$ cat src/rtl/riscv_pkg.sv
// Shared fetch-path types and constants.
// No logic; no latency; no backpressure.
// Imported by the fetch unit and its next-PC helper.
package riscv_pkg;

    localparam int XLEN = 32;
    localparam logic [XLEN-1:0] PC_STEP = 32'd4;

    typedef enum logic [2:0] {
        S_IDLE,
        S_REQ,
        S_WAIT,
        S_HOLD,
        S_ERR
    } fetch_state_t;

endpackage

$ cat src/rtl/next_pc_calc.sv
// Next-PC selection: sequential step or taken-branch target, plus alignment flag.
// Purely combinational, zero latency.
// No handshake; the caller decides when the result is consumed.
module next_pc_calc
    import riscv_pkg::*;
(
    input  logic [XLEN-1:0] pc,
    input  logic [XLEN-1:0] imm,
    input  logic            pcsrc,
    output logic [XLEN-1:0] next,
    output logic            misalign
);

    // Both sums wrap modulo 2^XLEN; a negative imm works as two's complement.
    assign next     = pcsrc ? (pc + imm) : (pc + PC_STEP);
    assign misalign = |next[1:0];

endmodule

$ cat src/rtl/fetch_unit.sv
// Instruction fetch: holds the PC, issues one imem request at a time, presents the result.
// Latency: 1 cycle reset->req, 1 cycle rsp->instr_valid, 1 cycle ack->next req.
// Backpressure: request held stable until imem_req_ready; instruction held until instr_ack.
module fetch_unit #(
    parameter int                 XLEN     = 32,
    parameter logic [XLEN-1:0]    RESET_PC = 32'h0000_0000
) (
    input  logic            clk,
    input  logic            reset,
    output logic            imem_req_valid,
    input  logic            imem_req_ready,
    output logic [XLEN-1:0] imem_req_addr,
    input  logic            imem_rsp_valid,
    input  logic [XLEN-1:0] imem_rsp_data,
    output logic            instr_valid,
    output logic [XLEN-1:0] instr,
    output logic [XLEN-1:0] instr_pc,
    input  logic            instr_ack,
    input  logic            PCSrc,
    input  logic [XLEN-1:0] ImmExt,
    output logic            misaligned
);

    import riscv_pkg::*;

    fetch_state_t    state;
    logic [XLEN-1:0] pc;
    logic [XLEN-1:0] next_pc;
    logic            next_mis;

    next_pc_calc u_next_pc (
        .pc       (instr_pc),
        .imm      (ImmExt),
        .pcsrc    (PCSrc),
        .next     (next_pc),
        .misalign (next_mis)
    );

    // Address comes straight from the PC register: no path from imem inputs.
    assign imem_req_addr = pc;

    always_ff @(posedge clk) begin
        if (reset) begin
            state          <= S_IDLE;
            pc             <= RESET_PC;
            instr          <= '0;
            instr_pc       <= '0;
            instr_valid    <= 1'b0;
            imem_req_valid <= 1'b0;
            misaligned     <= 1'b0;
        end else begin
            case (state)
                S_IDLE: begin
                    state          <= S_REQ;
                    imem_req_valid <= 1'b1;
                end
                S_REQ: begin
                    if (imem_req_ready) begin
                        state          <= S_WAIT;
                        imem_req_valid <= 1'b0;
                    end
                end
                S_WAIT: begin
                    if (imem_rsp_valid) begin
                        instr       <= imem_rsp_data;
                        instr_pc    <= pc;
                        instr_valid <= 1'b1;
                        state       <= S_HOLD;
                    end
                end
                S_HOLD: begin
                    // PCSrc/ImmExt only matter here, in the ack cycle.
                    if (instr_ack) begin
                        instr_valid <= 1'b0;
                        if (next_mis) begin
                            misaligned <= 1'b1;
                            state      <= S_ERR;
                        end else begin
                            pc             <= next_pc;
                            imem_req_valid <= 1'b1;
                            state          <= S_REQ;
                        end
                    end
                end
                S_ERR: begin
                    state <= S_ERR;
                end
                default: begin
                    state          <= S_IDLE;
                    imem_req_valid <= 1'b0;
                    instr_valid    <= 1'b0;
                end
            endcase
        end
    end

endmodule
$ cat config.mk
export PLATFORM = sky130hd
export DESIGN_NAME = fetch_unit
export DESIGN_NICKNAME = d
export VERILOG_FILES = /design/src/rtl/riscv_pkg.sv /design/src/rtl/next_pc_calc.sv /design/src/rtl/fetch_unit.sv
export SDC_FILE = /design/constraint.sdc
export NUM_CORES = 1
export LEC_CHECK = 0
export CAP_MARGIN = 20
export CORE_AREA = 2 2 115 117
export DETAILED_ROUTE_END_ITERATION = 12
export DIE_AREA = 0 0 117 119
export PLACE_DENSITY = 0.81
export SETUP_SLACK_MARGIN = 0.5
export SYNTH_ARGS = -nofsm -noshare
export SYNTH_HDL_FRONTEND = slang
export SYNTH_SLANG_ARGS = --single-unit
$ cat constraint.sdc
create_clock -name clk -period 3.1 [get_ports clk]
set_input_delay 0.465 -clock clk [delete_from_list [all_inputs] [get_ports clk]]
set_output_delay 0.465 -clock clk [all_outputs]
set_load 0.05 [all_outputs]
==> metrics.cfg, run 1 <==
[final_layout]
area_delta_synth_final_pct = 43.2
nets = 1083
layout-drive-gt1-share_pct = 12.0
layout_commonest_cell = nand2_1
instances_no_fill = 1160
mostFrequentLayoutCells = nand2_1, clkdlybuf4s50_1, a21oi_1, dfxtp_1, nor2_1
fillers = 1061
antenna_cells = 0

[clocking]
clockRootBuffer = clkbuf_16
htreeDepth = 3
cts_tree = yes
clock_path_buffers = 2
cts_hold_buf = 0
clock-sinks = 102
cts_buffers = 9
clk-insertion-delay-late_ps = 360
path_clk_slew_ps = 70

[critical_path]
crit_family = compound AO/OA/AOI/OAI gates
start_kind = input pin
crit_buf_inv = 2
slowest_stage = clkdlybuf4s50_1
critPathMaxFanout = 7
crit_type = input pin to flop
critPathMaxStageDelay_ps = 460
path_cells = clkdlybuf4s50_1 -> ha_1 -> a21oi_1 -> o221ai_2 -> o21ai_0 -> buf_4 -> nand2_1 -> nand3_1 -> a31oi_1 -> o21ai_1
endpoint_kind = flop
cp.required_ps = 3350
cp.arrival_ps = 2770

[logic_synthesis]
synth-main-ff-cell = dfxtp_1
synth_seq_cells = 102
synth_edf_count = 0
ys_types = 75
yosysSeqAreaShare_pct = 33.2
ys_warn_count = 0
syn_inst = 803
async_flop_share_pct = 0
synth_area_um2 = 6150
synth_nets = 906
syn_area_per_cell_um2 = 7.65

[global_route]
grt_use_total_pct = 28.4
first_global_vias = 6356
grt_pass1_wl_mm = 31.6
antenna_found_initial = 0
grt_max_degree = 65
gr-total-overflow = 0

[floorplanning]
fp.coreArea_um2 = 12900
die_h_um = 119
dieArea_um2 = 13900
initial_utilization_pct = 47.7
pin_count = 169
rows = 42
die-width_um = 117

[worst_hold_path]
hold_class = flop to flop

[timing]
fin_ws_ps = 575
setup_viol = 0
layout_min_cycle_time_ps = 2530
fin_crit_sh_pct = 81.5
tns_ps = 0
worst_clock_skew_ps = 5.70
drv_slew = 0
rsz0062_at_grt = true
hold_viol_final = 0
slew_headroom_pct = 51.2
fmax_mhz = 396
tightest_slew_ps = 732

[placed_design]
pre_cts_ws_ps = 2.60
place_congestion = 0.968
dp_cells = 1138
placement.io_buffers = 168
dp_hpwl_mm = 14.1

[route]
wl_per_cell_um = 17.4
remaining_drc_errors = 0
finalWirelength_mm = 20.1
drt_iter0_drc = 530
antenna_left = 0
num_vias = 6623
viasPerCell = 5.71
drt_pass1_iterations = 5

[run_status]
status = finished clean

[power]
powerDensity_nw_per_um2 = 342
peakVddDrop_mv = 0.227
p_leak_nw = 3.21

[job]
drv_cap = 0

==> Yosys cell counts, types with 10 or more instances <==
library cell / instances / share of area, %
nor4_1: 11 / 1.1
nand2_1: 174 / 11
inv_1: 10 / 0.61
dfxtp_1: 102 / 33
a21oi_1: 115 / 9.4
nor2_1: 46 / 2.8
xor2_1: 23 / 3.3
a22oi_1: 10 / 1.2
a21o_1: 12 / 1.5
nor3_1: 19 / 1.5
ha_1: 32 / 6.5
xnor2_1: 28 / 4.0
nand4_1: 10 / 1.0
nand3_1: 22 / 1.8
clkbuf_1: 28 / 1.7
o21ai_0: 31 / 2.5
==> flip-flops by register name (all words and copies together) (netlist names) <==
register and flops:
instr_valid 1, misaligned 1, imem_req_addr 32, imem_req_valid 1
instr 32, state 3, instr_pc 32
==> tightest hold or removal path: stages (launching register included) <==
cell and delay (ps):
dfxtp_1 310, nand2_1 50, a21oi_1 50
==> per-stage QoR <==
step | util (%) | cell area (um^2) | hold WS, ps | power [mW]
floorplan | - | 6160 | 593 | 1.58
global placement | 63.1 | 8130 | 441 | 1.76
detailed placement | 63.1 | 8130 | 447 | 1.76
CTS | 66.5 | 8560 | 455 | 3.00
global route | 68.3 | 8800 | 481 | 3.09
finish | 68.3 | 8800 | 455 | 3.01
==> repair_timing <==
item                                   CTS  global route
setup endpoints to repair               16            20
gates resized for setup                 16            41
setup buffers                            4             3
endpoints found under the hold margin    0             0
pin swaps                                4            12
==> layer usage <==
layer,global-route usage [%],vias to the layer above,wire length [um]
met1,37.5,3072,8760
li1,-,3222,-
met4,12.4,0,636
met3,5.80,52,1410
met5,0,-,0
met2,44.6,277,9340
==> path summary, 6_finish.rpt <==
path / start / endpoint / slack, ps / cells past startpoint
max: ImmExt[20] / imem_req_addr[31]$_SDFFE_PP0P_ / 570 / 10
min: instr[6]$_SDFFE_PP0P_ / instr[6]$_SDFFE_PP0P_ / 450 / 2
max reg2reg: instr_pc[1]$_SDFFE_PP0P_ / imem_req_addr[27]$_SDFFE_PP0P_ / 600 / 8
min reg2reg: instr[6]$_SDFFE_PP0P_ / instr[6]$_SDFFE_PP0P_ / 450 / 2
==> cell type report <==
type | count | area [um^2] | area share [%]
Sequential cell | 102 | 2050 | 23.3
Timing Repair Buffer | 205 | 1980 | 22.5
Clock inverter | 4 | 80.1 | 0.910
Multi-Input combinational cell | 651 | 4190 | 47.6
Inverter | 11 | 41.3 | 0.469
Tap cell | 176 | 220 | 2.50
Clock buffer | 11 | 243 | 2.76
==> cell families after synthesis <==
group,count (synthesis),synth area share (%)
AOI/OAI and AO/OA,236,23.8
xor gates and xnor gates,51,7.27
adders and majority gates,33,6.84
buffers and inverters,50,3.44
DFF,102,33.2
muxes,4,0.672
and+or+nand+nor,327,24.8
==> power by group <==
group	internal (mW)	leakage (nW)	switching [mW]	total (mW)
Sequential	1.33	0.827	0.0165	1.34
Clock	0.733	0.158	0.515	1.25
Combinational	0.182	2.22	0.233	0.415
Note: power is estimated with default switching activity, not from simulation.
==> run 2: changes to the inputs <==
- clock period: 3.1 -> 2.5 ns (I/O delays scaled with it)
==> run 2 against run 1 <==
The run now ends with negative setup slack left. Non-clock buffer count grew 107. Setup slack lost 590 ps. Largest cell class unchanged. Via count grew 20%.
==> metrics.cfg, run 2 (synthesis gave the netlist of run 1 again) <==
[run_status]
status = finished, violations left
violations = negative setup slack

[final_layout]
mostFrequentLayoutCells = nand2_1, clkdlybuf4s50_1, buf_4, a21oi_1, dfxtp_1
utilization_pct = 81.8  ; +13 points
antenna_cells = 0  ; unchanged
layout-drive-gt1-share_pct = 31.0  ; +19 points
layout_commonest_cell = nand2_1
nets = 1191  ; +10%
area_delta_synth_final_pct = 71.4
fillers = 718  ; -32%

[route]
wl_per_cell_um = 22.4  ; +29%
num_vias = 7947  ; +20%
antenna_left = 0  ; unchanged
viasPerCell = 6.26  ; +9.7%
drt_iter0_drc = 951  ; +79%
finalWirelength_mm = 28.4  ; +41%
drt_pass1_iterations = 6  ; +1
remaining_drc_errors = 0  ; unchanged

[timing]
fmax_mhz = 397
holdWs_ps = 422  ; -32.8 ps
slew_headroom_pct = 63.7  ; +13 points
tightest_slew_ps = 544  ; -188 ps
tns_ps = -17.9  ; -17.9 ps
worst_clock_skew_ps = 10.6  ; +4.90 ps
layout_min_cycle_time_ps = 2520
fin_ws_ps = -17.9  ; -593 ps
fin_crit_sh_pct = 101
hold_viol_final = 0  ; unchanged
drv_slew = 0  ; unchanged
setup_viol = 1  ; +1
rsz0062_at_grt = true

[floorplanning]
pin_count = 169  ; unchanged
initial_utilization_pct = 47.7  ; unchanged
dieArea_um2 = 13900  ; unchanged
die-width_um = 117  ; unchanged
rows = 42  ; unchanged
die_h_um = 119  ; unchanged
fp.coreArea_um2 = 12900  ; unchanged

[clocking]
clock_path_buffers = 2  ; unchanged
cts_tree = yes
clock-sinks = 102  ; unchanged
cts_buffers = 9  ; unchanged
clk-insertion-delay-late_ps = 370  ; about the same
path_clk_slew_ps = 80  ; about the same
clockRootBuffer = clkbuf_16
htreeDepth = 3  ; unchanged

[power]
clkPwrFrac_pct = 38.3  ; -3.2 points
powerDensity_nw_per_um2 = 356  ; +4.2%
p_leak_nw = 4.27  ; +33%
swShare_pct = 28.9  ; +3.5 points
pwr-share-seq_pct = 43.9  ; -0.8 points
p_comb_share_pct = 17.8  ; +4.0 points
p_int_mw = 2.66  ; +19%
p_total_mw = 3.75  ; +25%
peakVddDrop_mv = 0.264  ; +16%
p_switching_mw = 1.08  ; +42%

[critical_path]
start_kind = input pin
crit_type = input pin to flop
rrSetupSlack_ps = 30  ; -570 ps
endpoint_kind = flop
cp.arrival_ps = 2760  ; about the same
r2r_start = instr_pc[1]$_SDFFE_PP0P_
cp.required_ps = 2750  ; -600 ps
rr_endpoint = imem_req_addr[21]$_SDFFE_PP0P_
reg2reg_depth = 9  ; +1
critPathMaxFanout = 2  ; -5

[global_route]
grt_use_total_pct = 34.0  ; +5.6 points
first_global_vias = 7134  ; +12%
grt_max_degree = 65  ; unchanged
grt_pass1_wl_mm = 37.0  ; +17%
antenna_found_initial = 0  ; unchanged
gr-total-overflow = 0  ; unchanged

[worst_hold_path]
holdPathEnd = misaligned$_SDFFE_PP0P_
hold_class = input pin to flop
min_path_cells = 2  ; unchanged
hold_start = reset

[job]
drv_cap = 0  ; unchanged

[placed_design]
place_congestion = 0.965  ; -0.34%
dp_hpwl_mm = 16.3  ; +15%
placement.io_buffers = 168  ; unchanged

## run 2: routing by layer
layer | global-route usage (%) | part of all wire [%] | up-vias
met5 | 0 | 0 | -
met2 | 55.0 | 47 | 596
met3 | 5.29 | 9.0 | 204
li1 | - | - | 3445
met1 | 42.6 | 37 | 3702
met4 | 19.3 | 7.3 | 0
## run 2: power by group through the flow
stage / Clock (mW) / Combinational, mW / Sequential (mW)
2_1_floorplan: 0 / 0.216 / 1.74
3_3_place_gp: 0 / 0.547 / 1.68
3_5_place_dp: 0 / 0.554 / 1.68
4_1_cts: 1.43 / 0.594 / 1.64
5_1_grt: 1.50 / 0.692 / 1.65
6_report: 1.44 / 0.669 / 1.65
## run 2: worst max-delay path by stage
stage                                         from                              to  cells after the start  slack, ps
after floorplan           instr_pc[0]$_SDFFE_PP0P_  imem_req_addr[24]$_SDFFE_PP0P_                      9        220
after global placement                   ImmExt[1]  imem_req_addr[29]$_SDFFE_PP0P_                     10       -330
after detailed placement                 ImmExt[0]  imem_req_addr[30]$_SDFFE_PP0P_                     11       -380
after CTS                               ImmExt[22]  imem_req_addr[29]$_SDFFE_PP0P_                     10        200
after global routing                    ImmExt[21]  imem_req_addr[23]$_SDFFE_PP0P_                     10       -110
final                                    ImmExt[1]  imem_req_addr[21]$_SDFFE_PP0P_                     10        -20
## run 2: repair_timing
action | in CTS | in global routing
setup endpoints to repair | 40 | 49
cloned | 2 | 0
pin swaps | 32 | 45
hold endpoints to repair | 0 | 0
gates resized for setup | 98 | 105
hold buffers | 0 | 0
setup buffers | 22 | 14
## run 2: layout make-up
| class | instances | area (um^2) | area share [%] |
|---|---|---|---|
| sequential | 102 | 2130 | 20.3 |
| inverter | 11 | 41.3 | 0.392 |
| clock buffer | 11 | 254 | 2.41 |
| tap | 176 | 220 | 2.09 |
| multi-input combinational | 652 | 4920 | 46.7 |
| timing repair buffer | 312 | 2920 | 27.8 |
| clock inverter | 5 | 40.0 | 0.380 |
## run 2: worst max-delay path, cell delays in order
cell	delay [ps]
dlygate4sd2_1	390
ha_4	270
a211o_1	290
a211oi_2	270
buf_4	170
o41a_1	220
o31ai_4	110
a221oi_2	310
xor2_1	240
o21ai_1	100
## run 2: metrics by stage
step	setup slack, ps	instance area, um^2	instances
floorplan	217	6510	803
global placement	-333	9040	1215
detailed placement	-379	9040	1215
CTS	197	9930	1255
global route	-112	10500	1269
finish	-17.9	10500	1269
==> run 3: changes to the inputs <==
- CTS_CLUSTER_DIAMETER: not set -> 120
==> results of run 3 <==
Final layout, timing and power as in run 2 (identical DEF).
